$ cat src/rtl/bram_fifo_ctrl.sv
// First-word-fall-through stream FIFO built around a dual-port BRAM (A = write, B = read).
// Optional almost_full output is enabled with the BRAM_FIFO_ALMOST_EN macro.
module bram_fifo_ctrl #(
  parameter int FIFO_DEPTH = 512,
  parameter int MEM_WIDTH  = $clog2(FIFO_DEPTH),
  parameter int DATA_WIDTH = 16
`ifdef BRAM_FIFO_ALMOST_EN
  , parameter int ALMOST_FULL_THRESH = FIFO_DEPTH - 4
`endif
) (
  input  logic                  clk,
  input  logic                  rst,
  input  logic                  s_valid,
  output logic                  s_ready,
  input  logic [DATA_WIDTH-1:0] s_data,
  output logic                  m_valid,
  input  logic                  m_ready,
  output logic [DATA_WIDTH-1:0] m_data,
  output logic [MEM_WIDTH+1:0]  level,
`ifdef BRAM_FIFO_ALMOST_EN
  output logic                  almost_full,
`endif
  output logic                  ram_ena,
  output logic                  ram_wea,
  output logic [MEM_WIDTH-1:0]  ram_addra,
  output logic [DATA_WIDTH-1:0] ram_dia,
  output logic                  ram_enb,
  output logic [MEM_WIDTH-1:0]  ram_addrb,
  input  logic [DATA_WIDTH-1:0] ram_dob
);

  typedef logic [MEM_WIDTH-1:0]  ptr_t;
  typedef logic [MEM_WIDTH:0]    cnt_t;
  typedef logic [MEM_WIDTH+1:0]  lvl_t;
  typedef logic [DATA_WIDTH-1:0] dat_t;

  localparam ptr_t PTR_ONE = ptr_t'(1);
  localparam cnt_t CNT_ONE = cnt_t'(1);
  localparam lvl_t LVL_ONE = lvl_t'(1);
  localparam cnt_t DEPTH_C = cnt_t'(FIFO_DEPTH);

  ptr_t wr_ptr_q, wr_ptr_d;
  ptr_t rd_ptr_q, rd_ptr_d;
  cnt_t mem_count_q, mem_count_d;
  lvl_t level_q, level_d;
  logic [1:0] occ_q, occ_d;
  logic inflight_q;
  logic s_ready_q, s_ready_d;
  dat_t buf0_q, buf0_d;
  dat_t buf1_q, buf1_d;

  logic push, pop, issue;
  logic [2:0] pend;

  always_comb begin
    push = s_valid && s_ready_q && !rst;
    pop  = (occ_q != 2'd0) && m_ready;
    pend = {1'b0, occ_q} + {2'b00, inflight_q};
    // Issue only if the word will have a free output slot when it lands.
    issue = !rst && (mem_count_q != '0) && (pend < (3'd2 + {2'b00, pop}));

    wr_ptr_d = push  ? wr_ptr_q + PTR_ONE : wr_ptr_q;
    rd_ptr_d = issue ? rd_ptr_q + PTR_ONE : rd_ptr_q;

    mem_count_d = mem_count_q;
    case ({push, issue})
      2'b10:   mem_count_d = mem_count_q + CNT_ONE;
      2'b01:   mem_count_d = mem_count_q - CNT_ONE;
      default: mem_count_d = mem_count_q;
    endcase

    level_d = level_q;
    case ({push, pop})
      2'b10:   level_d = level_q + LVL_ONE;
      2'b01:   level_d = level_q - LVL_ONE;
      default: level_d = level_q;
    endcase

    s_ready_d = (mem_count_d < DEPTH_C);
    occ_d     = occ_q + {1'b0, inflight_q} - {1'b0, pop};

    buf0_d = buf0_q;
    buf1_d = buf1_q;
    if (pop) begin
      if (occ_q == 2'd2) begin
        buf0_d = buf1_q;
        if (inflight_q) buf1_d = ram_dob;
      end else if (inflight_q) begin
        buf0_d = ram_dob;
      end
    end else if (inflight_q) begin
      if (occ_q == 2'd0) buf0_d = ram_dob;
      else               buf1_d = ram_dob;
    end
  end

  always_ff @(posedge clk) begin
    if (rst) begin
      wr_ptr_q    <= '0;
      rd_ptr_q    <= '0;
      mem_count_q <= '0;
      level_q     <= '0;
      occ_q       <= '0;
      inflight_q  <= 1'b0;
      s_ready_q   <= 1'b0;
      buf0_q      <= '0;
      buf1_q      <= '0;
    end else begin
      wr_ptr_q    <= wr_ptr_d;
      rd_ptr_q    <= rd_ptr_d;
      mem_count_q <= mem_count_d;
      level_q     <= level_d;
      occ_q       <= occ_d;
      inflight_q  <= issue;
      s_ready_q   <= s_ready_d;
      buf0_q      <= buf0_d;
      buf1_q      <= buf1_d;
    end
  end

`ifdef BRAM_FIFO_ALMOST_EN
  localparam cnt_t THRESH_C = cnt_t'(ALMOST_FULL_THRESH);
  logic almost_full_q;

  always_ff @(posedge clk) begin
    if (rst) almost_full_q <= 1'b0;
    else     almost_full_q <= (mem_count_d >= THRESH_C);
  end

  assign almost_full = almost_full_q;
`endif

  assign s_ready   = s_ready_q;
  assign m_valid   = (occ_q != 2'd0);
  assign m_data    = buf0_q;
  assign level     = level_q;
  assign ram_ena   = push;
  assign ram_wea   = push;
  assign ram_addra = wr_ptr_q;
  assign ram_dia   = s_data;
  assign ram_enb   = issue;
  assign ram_addrb = rd_ptr_q;

endmodule
$ cat config.mk
export PLATFORM = sky130hd
export DESIGN_NAME = bram_fifo_ctrl
export DESIGN_NICKNAME = d
export VERILOG_FILES = /design/src/rtl/bram_fifo_ctrl.sv
export SDC_FILE = /design/constraint.sdc
export NUM_CORES = 1
export LEC_CHECK = 0
export ABC_AREA = 1
export BUFFER_PORTS_ARGS = -buffer_cell sky130_fd_sc_hd__buf_2
export CAP_MARGIN = 20
export CORE_MARGIN = 8
export CORE_UTILIZATION = 30
export CTS_BUF_LIST = sky130_fd_sc_hd__clkbuf_2
export CTS_CLUSTER_DIAMETER = 150
export DETAILED_ROUTE_END_ITERATION = 7
export GPL_TIMING_DRIVEN = 0
export SLEW_MARGIN = 25
export SYNTH_ARGS = -nofsm -noshare
export SYNTH_HDL_FRONTEND = slang
export SYNTH_SLANG_ARGS = --single-unit
$ cat constraint.sdc
create_clock -name clk -period 2.97 [get_ports clk]
set_input_delay 0.1485 -clock clk [delete_from_list [all_inputs] [get_ports clk]]
set_output_delay 0.1485 -clock clk [all_outputs]
set_load 0.02 [all_outputs]
==> results of run 1 <==
-- layout by cell type, fill, tap and decap left out, drive strengths merged --
cell type	count
nand2	136
buf	117
inv	94
dfxtp	75
nor2	66
o21ai	62
a21oi	58
nand3	39
ha	26
dlygate4sd3	17
clkbuf	14
xor2	11
xnor2	8
nor3	7
nand4	6
clkinv	5
o21bai	4
a21o	2
fa	2
o221ai	1
o22ai	1
nor3b	1
nand3b	1
clkinvlp	1
bufinv	1
-- path summary, 6_finish.rpt --
kind / to / slack, ps / cells after the start
hold / removal: inflight_q / 100 / 5
setup / recovery: mem_count_q[8] / 220 / 14
hold reg to reg: m_data[4] / 460 / 2
setup reg to reg: mem_count_q[8] / 220 / 14
-- sequential cells by signal, indices dropped and copies added, names as in the netlist, named ones only --
signal,cells
buf1_q,16
s_ready,1
level,11
ram_addrb,9
inflight_q,1
mem_count_q,9
occ_q,2
m_data,16
ram_addra,9
-- routing by layer --
metal	vias up	global-route usage (%)	wire (um)
met3	10	3.70	854
met5	-	0	0
li1	2249	-	-
met4	0	3.22	109
met1	1824	14.6	5180
met2	90	19.2	4890
-- cell usage after synthesis (all sizes together) --
master,number
nand2,136
inv,94
dfxtp,75
nor2,66
o21ai,62
a21oi,58
nand3,39
buf,32
ha,26
xor2,11
xnor2,8
nor3,7
nand4,6
clkbuf,5
o21bai,4
a21o,2
clkinv,2
fa,2
nand3b,1
nor3b,1
o221ai,1
o22ai,1
-- metrics by stage --
step                      total power (W)  setup TNS (ps)
after global routing              0.00546               0
after floorplan                   0.00368               0
final                             0.00494               0
after global placement            0.00437           -10.4
after detailed placement          0.00440           -22.9
after CTS                         0.00500               0
-- critical path: stages (launching register included) --
cell and delay [ps]:
sky130_fd_sc_hd__dfxtp_1 400, sky130_fd_sc_hd__ha_1 210, sky130_fd_sc_hd__ha_1 280, sky130_fd_sc_hd__o21ai_2 70, sky130_fd_sc_hd__nand3_2 110, sky130_fd_sc_hd__clkinv_2 170, sky130_fd_sc_hd__ha_4 240, sky130_fd_sc_hd__inv_1 70
sky130_fd_sc_hd__fa_1 410, sky130_fd_sc_hd__o21ai_1 290, sky130_fd_sc_hd__nand3_1 160, sky130_fd_sc_hd__nand3_1 100, sky130_fd_sc_hd__nand3_1 70, sky130_fd_sc_hd__nand2_1 60, sky130_fd_sc_hd__inv_1 30
-- cells by family (layout without fill, tap and decap cells) --
| family | count (synthesis) | count (layout) | synth area share, % |
|---|---|---|---|
| AOI/OAI and AO/OA | 128 | 128 | 16.0 |
| and+or+nand+nor | 256 | 256 | 24.2 |
| DFF | 75 | 75 | 33.7 |
| buffers and inverters | 133 | 249 | 14.2 |
| xor gates and xnor gates | 19 | 19 | 3.73 |
| adders and majority gates | 28 | 28 | 8.20 |
-- what timing repair did --
item                                   4_1_cts  5_1_grt
pin swaps                                    0        0
hold buffers                                17        0
setup endpoints to repair                    2        4
gates resized for setup                      1        2
endpoints found under the hold margin       34        0
-- report_power, final --
group	leakage, nW	internal [W]	switching (W)
clock	0.0636	0.000184	0.000370
combinational	2.02	0.00105	0.00179
sequential	0.614	0.00133	0.000221
total	2.70	0.00256	0.00238
-- area by class of cell --
cell class                      instances  share of cell area, %
Multi-Input combinational cell        431                   43.3
Sequential cell                        75                   27.8
Timing Repair Buffer                  102                   11.0
Inverter                               96                   6.74
Buffer                                 37                   4.96
Tap cell                              184                   4.26
Clock inverter                          5                   1.04
Clock buffer                            9                  0.834
==> run_results.csv, run 1 <==
group,metric,value,unit
outcome,run_status,"finished, final reports clean",
floorplan,core,14500,um^2
floorplan,fp.dieH,138,um
floorplan,initial_cell_density_of_the_core,30.7,%
timing,final_hold_viols,0,
timing,grt_setup_unrepaired,"no",
yosys,synth_top_area_cell,"sky130_fd_sc_hd__dfxtp_1",
power_and_ir_drop,peakVddDrop,440,uV
yosys,mappedNetlistArea,4460,um^2
job,cap_violations,0,
yosys,synth-warning-count,0,
power_and_ir_drop,leakage,2.70,nW
cells_and_area,register_area,1500,um^2
detailed_routing,detail_route.vias_per_cell,4.44,
global_routing,via_count_of_the_first_global_routing_pass,3935,
cells_and_area,area_growth_from_synthesis_to_layout,21.2,%
detailed_routing,detail_route.iter0.violations,143,
global_routing,gr-usage-all-layers,11.8,%
clocking,worst_setup_hold_path_clk_slew,210,ps
floorplan,fp-row-count,44,
floorplan,die_area,19000,um^2
placement,pre_cts_ws,-22.9,ps
cells_and_area,diodes,0,
yosys,synth.lib_cells_used.distinct,35,
cells_and_area,final_cells,939,
cells_and_area,design_area,5400,um^2
timing,finalWorstSetupSlack,215,ps
setup_path,worst_endpoint_data_arrival_time,3200,ps
clocking,htree_num_levels,3,
clocking,cts-buffers-inserted,9,
clocking,clock_tree_from_tritoncts,"done",
setup_path,cp_max_fo,11,
placement,placedInstanceArea,5110,um^2
placement,globalplace.congestion,0.873,
min_path,hold_path.startpoint,"rst",
yosys,yosysTopAreaCellShare,33.7,%
clocking,clockBufferDepth,2,
setup_path,startpoint_type,"register",
global_routing,grt.overflow.total,0,
clocking,post-cts-setup-buffer-count,0,
timing,layout_worst_path_cycle_share,92.7,%
setup_path,worst_setup_path_startpoint,"occ_q[0]",
yosys,number_of_instances_in_the_synthesized_netlist,639,
timing,fmax,363,MHz
setup_path,reg2reg_from,"occ_q[0]",
cells_and_area,final_core_util,37.2,%
cells_and_area,nets,816,
timing,post-route-min-period,2750,ps
setup_path,cp-end-kind,"register",
yosys,sequential_share_of_the_synthesized_area,33.7,%
floorplan,die_w,138,um
power_and_ir_drop,power-per-cell-area,915,nW/um^2
placement,place_hpwl,8.51,mm
clocking,clock_tree.root_cell,"sky130_fd_sc_hd__clkbuf_2",
floorplan,number_of_placed_i_o_pins,102,
clocking,clock-sinks,75,
placement,post-place-cells,908,
timing,worst_slew_margin_rel,63.1,%
detailed_routing,vias,4173,
timing,drv_slew,0,
yosys,synth.top_cells.by_area,"sky130_fd_sc_hd__dfxtp_1 (34%), sky130_fd_sc_hd__nand2_1 (11%), sky130_fd_sc_hd__inv_1 (7.7%), sky130_fd_sc_hd__ha_1 (7.3%), sky130_fd_sc_hd__a21oi_1 (6.5%)",
detailed_routing,drc_errors,0,
yosys,synth_area_per_cell,6.98,um^2
global_routing,antenna_violations_before_repair,0,
cells_and_area,multi_input_gate_area_in_the_final_layout,2340,um^2
timing,finalSetupViolations,0,
yosys,synth_fp_nets,703,
clocking,worst_skew_pair.late_latency,540,ps
setup_path,timing_worst_setup_path_type,"reg -> reg",
global_routing,first_pass_grt_wire_length,18.1,mm
detailed_routing,drt-wirelength-per-cell,11.7,um
yosys,postSynthRegisterBits,75,
cells_and_area,fillCellCount,1606,
timing,tightestPinTransition,553,ps
detailed_routing,detail_route_antenna_nets,0,
min_path,path_category_of_the_worst_min_delay_check,"in -> reg",
global_routing,grt_max_degree,13,
cells_and_area,layout-drive-gt1-share,20.4,%
setup_path,cp_data_required_time,3410,ps
placement,numPortBuffers,85,
timing,worst_clock_skew,26.7,ps
detailed_routing,wl,11.0,mm
detailed_routing,drt-pass1-iter-count,5,
timing,hold-worst-slack,103,ps
No activity file was read; power rests on OpenSTA's default activity.
==> inputs of run 2 (changes only) <==
RECOVER_POWER = 50   (was unset)
==> run 2 against run 1 <==
Against the previous run:
- sequential share of layout area grew 0.44 points
- clock skew about the same
- critical path depth unchanged
- maximum frequency grew 0.19%
- global-route usage unchanged
- non-clock buffer count unchanged
- wire length barely moved
- via count down 0.50%
- sequential power barely moved
- total power fell by 1.2%
- core utilization is 0.59 points lower
- final cell count stayed put
==> run_results.csv, run 2 (synthesis gave the netlist of run 1 again) <==
group,metric,value,unit
setup_path,cp_max_fo,11,
setup_path,reg2reg_from,"occ_q[0]",
setup_path,startpoint_type,"register",
floorplan,die_w,138,um
floorplan,number_of_placed_i_o_pins,102,
min_path,path_category_of_the_worst_min_delay_check,"in -> reg",
outcome,run_status,"finished, final reports clean",
cells_and_area,area_growth_from_synthesis_to_layout,19.3,%
setup_path,r2r_slack,220,ps
detailed_routing,met2_wirelength,4.88,mm
cells_and_area,mostFrequentLayoutCells,"sky130_fd_sc_hd__nand2_1 (132), sky130_fd_sc_hd__inv_1 (91), sky130_fd_sc_hd__dfxtp_1 (75), sky130_fd_sc_hd__clkbuf_1 (67), sky130_fd_sc_hd__nor2_1 (65)",
floorplan,fp-row-count,44,
timing,layout_worst_path_cycle_share,92.6,%
cells_and_area,final_common_cell,"sky130_fd_sc_hd__nand2_1",
min_path,min_delay_worst_endpoint,"m_data[8]",
setup_path,cp-end-kind,"register",
floorplan,core,14500,um^2
clocking,clock-sinks,75,
job,cap_violations,0,
clocking,htree_num_levels,3,
cells_and_area,layout-drive-gt1-share,11.9,%
detailed_routing,detailroute.wirelength.met3,923,um
setup_path,cell_count_of_the_worst_reg_to_reg_path,14,
timing,worst_slew_margin_rel,62.8,%
global_routing,grt_max_degree,13,
setup_path,worst_endpoint_data_arrival_time,3200,ps
clocking,clock_tree.root_cell,"sky130_fd_sc_hd__clkbuf_2",
detailed_routing,detail_route_antenna_nets,0,
clocking,cts-buffers-inserted,9,
setup_path,r2r_end,"mem_count_q[8]",
global_routing,first_pass_grt_wire_length,18.1,mm
cells_and_area,final_cells,939,
clocking,worst_setup_hold_path_clk_slew,220,ps
cells_and_area,design_area,5320,um^2
detailed_routing,vias,4152,
detailed_routing,detailed_routing_wirelength_on_met1,5.10,mm
min_path,hold_path.startpoint,"rst",
timing,fmax,364,MHz
cells_and_area,nets,816,
placement,globalplace.congestion,0.873,
global_routing,via_count_of_the_first_global_routing_pass,3935,
global_routing,grt.overflow.total,0,
cells_and_area,final_core_util,36.6,%
timing,fin_tns_setup,0,ps
detailed_routing,drt-wirelength-per-cell,11.7,um
clocking,clockBufferDepth,2,
detailed_routing,route.top_layer_used,"met4",
floorplan,initial_cell_density_of_the_core,30.7,%
timing,final_hold_viols,0,
global_routing,antenna_violations_before_repair,0,
placement,post-place-cells,908,
detailed_routing,drt-pass1-iter-count,4,
min_path,min_path_cells,5,
floorplan,fp.dieH,138,um
detailed_routing,detail_route.iter0.violations,146,
power_and_ir_drop,leakage,2.46,nW
timing,finalSetupViolations,0,
cells_and_area,diodes,0,
timing,grt_setup_unrepaired,"no",
power_and_ir_drop,peakVddDrop,426,uV
clocking,worst_skew_pair.late_latency,540,ps
timing,drv_slew,0,
global_routing,gr-usage-all-layers,11.8,%
clocking,clock_tree_from_tritoncts,"done",
power_and_ir_drop,power-per-cell-area,919,nW/um^2
floorplan,die_area,19000,um^2
placement,place_hpwl,8.51,mm
detailed_routing,detail_route.vias_per_cell,4.42,
detailed_routing,drc_errors,0,
timing,worst_clock_skew,26.6,ps
timing,tightestPinTransition,558,ps
setup_path,timing_worst_setup_path_type,"reg -> reg",
placement,placedInstanceArea,5110,um^2
setup_path,cp_data_required_time,3420,ps
placement,numPortBuffers,85,
timing,post-route-min-period,2750,ps
detailed_routing,wl,11.0,mm
[run 2: worst max-delay path, cell delays in order (launching register included)]
cell                       delay, ps
sky130_fd_sc_hd__dfxtp_1         400
sky130_fd_sc_hd__ha_1            210
sky130_fd_sc_hd__ha_1            280
sky130_fd_sc_hd__o21ai_2          70
sky130_fd_sc_hd__nand3_2         110
sky130_fd_sc_hd__clkinv_2        170
sky130_fd_sc_hd__ha_4            240
sky130_fd_sc_hd__inv_1            70
sky130_fd_sc_hd__fa_1            410
sky130_fd_sc_hd__o21ai_1         290
sky130_fd_sc_hd__nand3_1         160
sky130_fd_sc_hd__nand3_1         100
sky130_fd_sc_hd__nand3_1          70
sky130_fd_sc_hd__nand2_1          60
sky130_fd_sc_hd__inv_1            30
[run 2: through the flow]
step           total power (W)  worst slack, ps  hold WS (ps)
2_1_floorplan          0.00368              363           294
3_3_place_gp           0.00437            -10.4           413
3_5_place_dp           0.00440            -22.9           417
4_1_cts                0.00500             53.8          14.1
5_1_grt                0.00541             4.58          51.3
6_report               0.00488              221           101
[run 2: area by class of cell]
class	count	area [um^2]
Multi-Input combinational cell	431	2330
Fill cell	1647	9220
Buffer	37	268
Inverter	96	364
Sequential cell	75	1500
Tap cell	184	230
Clock inverter	5	56.3
Timing Repair Buffer	102	518
Clock buffer	9	45.0
[run 2: layer usage]
layer | up-vias | GRT usage (%)
li1 | 2244 | -
met1 | 1805 | 14.6
met2 | 93 | 19.2
met3 | 10 | 3.70
met4 | 0 | 3.22
met5 | - | 0
[run 2: how the worst max path moves through the flow]
stage / slack (ps) / endpoint / cells past startpoint / start
floorplan: 360 / mem_count_q[8] / 14 / occ_q[0]
global placement: -10 / mem_count_q[8] / 14 / occ_q[0]
detailed placement: -20 / mem_count_q[8] / 14 / occ_q[0]
CTS: 50 / mem_count_q[8] / 14 / occ_q[0]
global route: 5 / mem_count_q[8] / 15 / occ_q[0]
finish: 220 / mem_count_q[8] / 14 / occ_q[0]
[run 2: what timing repair did]
item                                   CTS  global route
resized for setup                        1             2
endpoints found under the hold margin   34             0
setup buffers                            0             0
setup endpoints to repair                2             4
hold buffers                            17             0
pin swaps                                0             0
[run 2: power by group]
| group | internal, W | total, W | switching, W | leakage, nW |
|---|---|---|---|---|
| logic | 0.000990 | 0.00278 | 0.00179 | 1.79 |
| clock network | 0.000184 | 0.000551 | 0.000367 | 0.0636 |
| registers | 0.00133 | 0.00155 | 0.000224 | 0.614 |
| total | 0.00250 | 0.00488 | 0.00238 | 2.46 |
==> inputs of run 3 (changes only) <==
CORE_UTILIZATION = 56   (was 30)
CTS_CLUSTER_DIAMETER = 40   (was 150)
PLACE_DENSITY = 0.82   (was unset)
==> run 3 against run 2 <==
Against the previous run:
- non-clock buffer count fell by 1
- worst hold slack got worse by 65 ps
- count of clock-buffer cells in the layout did not move
- critical path depth rose by 1
- total power rose by 1.2%
- cell area fell by 1.9%
- first-iteration DRC count rose by 81%
- sequential power barely moved
- critical path type unchanged
- largest cell class unchanged
==> run_results.csv, run 3 (synthesis gave the netlist of run 1 again) <==
group,metric,value,unit
timing,fin_tns_setup,0,ps
global_routing,antenna_violations_before_repair,0,
power_and_ir_drop,peakVddDrop,598,uV
cells_and_area,final_core_util,67.5,%
job,cap_violations,0,
setup_path,timing.critical_path.buf_inv,1,
timing,final_hold_viols,0,
timing,grt_setup_unrepaired,"no",
cells_and_area,multi_input_gate_area_in_the_final_layout,2340,um^2
clocking,cts-buffers-inserted,9,
setup_path,worst_endpoint_data_arrival_time,3100,ps
setup_path,cp_data_required_time,3370,ps
detailed_routing,detail_route.vias_per_cell,5.13,
setup_path,startpoint_type,"register",
floorplan,initial_cell_density_of_the_core,57.7,%
detailed_routing,drc_errors,0,
detailed_routing,wl,11.2,mm
clocking,htree_num_levels,3,
detailed_routing,detail_route_antenna_nets,0,
clocking,worst_skew_pair.late_latency,510,ps
timing,worst_slew_margin_rel,65.7,%
timing,worst_clock_skew,24.7,ps
timing,finalSetupViolations,0,
setup_path,timing_worst_setup_path_type,"reg -> reg",
placement,globalplace.congestion,0.926,
power_and_ir_drop,power-per-cell-area,948,nW/um^2
floorplan,fp.dieH,105,um
cells_and_area,design_area,5220,um^2
global_routing,first_pass_grt_wire_length,19.0,mm
cells_and_area,diodes,0,
setup_path,cp-end-kind,"register",
clocking,clock_tree.root_cell,"sky130_fd_sc_hd__clkbuf_2",
timing,layout_worst_path_cycle_share,90.9,%
floorplan,die_w,105,um
detailed_routing,drt-wirelength-per-cell,13.1,um
setup_path,cp_cell_sequence,"ha_1 > ha_1 > o21ai_2 > nand3_2 > clkinv_2 > ha_4 > ha_1 > a21oi_1 > nand2_1 > nand2_1 > nand3_1 > nand2_1 > nand3_1 > nand2_1 > nor2_1",
detailed_routing,drt-pass1-iter-count,4,
global_routing,via_count_of_the_first_global_routing_pass,4325,
placement,pre_cts_ws,19.4,ps
placement,placedInstanceArea,5010,um^2
placement,place_hpwl,8.44,mm
clocking,clock-sinks,75,
cells_and_area,final_common_cell,"sky130_fd_sc_hd__nand2_1",
clocking,clockBufferDepth,2,
setup_path,worst_path_most_repeated_cell,"sky130_fd_sc_hd__nand2_1",
cells_and_area,nets,815,
cells_and_area,mostFrequentLayoutCells,"sky130_fd_sc_hd__nand2_1 (132), sky130_fd_sc_hd__inv_1 (91), sky130_fd_sc_hd__dfxtp_1 (75), sky130_fd_sc_hd__clkbuf_1 (67), sky130_fd_sc_hd__nor2_1 (65)",
global_routing,gr-usage-all-layers,20.3,%
cells_and_area,area_growth_from_synthesis_to_layout,17.0,%
setup_path,crit_family,"adder cells",
floorplan,number_of_placed_i_o_pins,102,
detailed_routing,detail_route.iter0.violations,264,
min_path,path_category_of_the_worst_min_delay_check,"in -> reg",
floorplan,die_area,11100,um^2
floorplan,core,7730,um^2
placement,post-place-cells,826,
clocking,clock_tree_from_tritoncts,"done",
timing,post-route-min-period,2700,ps
cells_and_area,fillCellCount,709,
outcome,run_status,"finished, final reports clean",
timing,drv_slew,0,
clocking,worst_setup_hold_path_clk_slew,210,ps
cells_and_area,layout-drive-gt1-share,12.1,%
power_and_ir_drop,leakage,2.46,nW
global_routing,grt.overflow.total,0,
timing,tightestPinTransition,515,ps
timing,finalWorstSetupSlack,271,ps
setup_path,critPathSlowestCell,"sky130_fd_sc_hd__dfxtp_1",
cells_and_area,register_area,1500,um^2
timing,fmax,370,MHz
setup_path,slowest_delay,400,ps
placement,numPortBuffers,85,
detailed_routing,vias,4394,
global_routing,grt_max_degree,14,
setup_path,cp_max_fo,11,
cells_and_area,final_cells,857,
floorplan,fp-row-count,32,
run 3: changes by cell type in the layout (fill, tap and decap cells not counted):
cell                            delta
sky130_fd_sc_hd__o21ai_2           +1
sky130_fd_sc_hd__clkinv_1          +1
sky130_fd_sc_hd__dlygate4sd3_1     -1
sky130_fd_sc_hd__clkinv_2          -2
sky130_fd_sc_hd__clkinvlp_4        +1
sky130_fd_sc_hd__inv_6             +1
sky130_fd_sc_hd__o21ai_1           -1
run 3: metrics by stage:
stage,power (W),hold slack [ps]
floorplan,0.00368,294
global placement,0.00427,418
detailed placement,0.00438,415
CTS,0.00498,24.7
global route,0.00543,0.414
finish,0.00494,35.8
run 3: per-layer routing:
layer,vias up,share of wire (%),global-route usage [%]
met5,-,0,0
met1,1991,43,21.6
li1,2249,-,-
met3,24,6.5,6.15
met4,0,2.2,8.66
met2,130,49,36.4
run 3: what timing repair did:
action / CTS / global route
resized for setup: 1 / 3
buffers inserted: 0 / 0
endpoints found under the setup margin: 1 / 4
hold endpoints to repair: 18 / 0
pin swaps: 0 / 0
hold buffers: 16 / 0
run 3: path summary, 6_finish.rpt:
check | from | endpoint | slack [ps] | cells after the start
worst max-delay path | inflight_q | s_ready | 270 | 15
worst min-delay path | s_valid | ram_addra[1] | 40 | 4
worst max register to register | inflight_q | s_ready | 270 | 15
worst min register to register | m_data[7] | m_data[7] | 460 | 2
run 3: area by class of cell:
type	count	share of cell area [%]
inverter	96	6.98
timing repair buffer	101	9.74
clock inverter	6	1.27
tap	102	2.45
clock buffer	9	0.863
multi-input combinational	431	44.8
sequential	75	28.8
buffer	37	5.13
run 3: worst register-to-register path: cells and delay by family, from the launching register on:
kind | cells | cell delay [ps]
AND/OR/NAND/NOR | 8 | 650
adder cells (fa/ha/maj) | 4 | 1110
AO/OA/AOI/OAI | 2 | 260
flip-flops | 1 | 400
buffers and inverters | 1 | 180
run 3: power breakdown:
part	switching (W)	total, W	internal [W]
logic	0.00182	0.00281	0.000996
clock network	0.000378	0.000569	0.000191
registers	0.000233	0.00156	0.00133
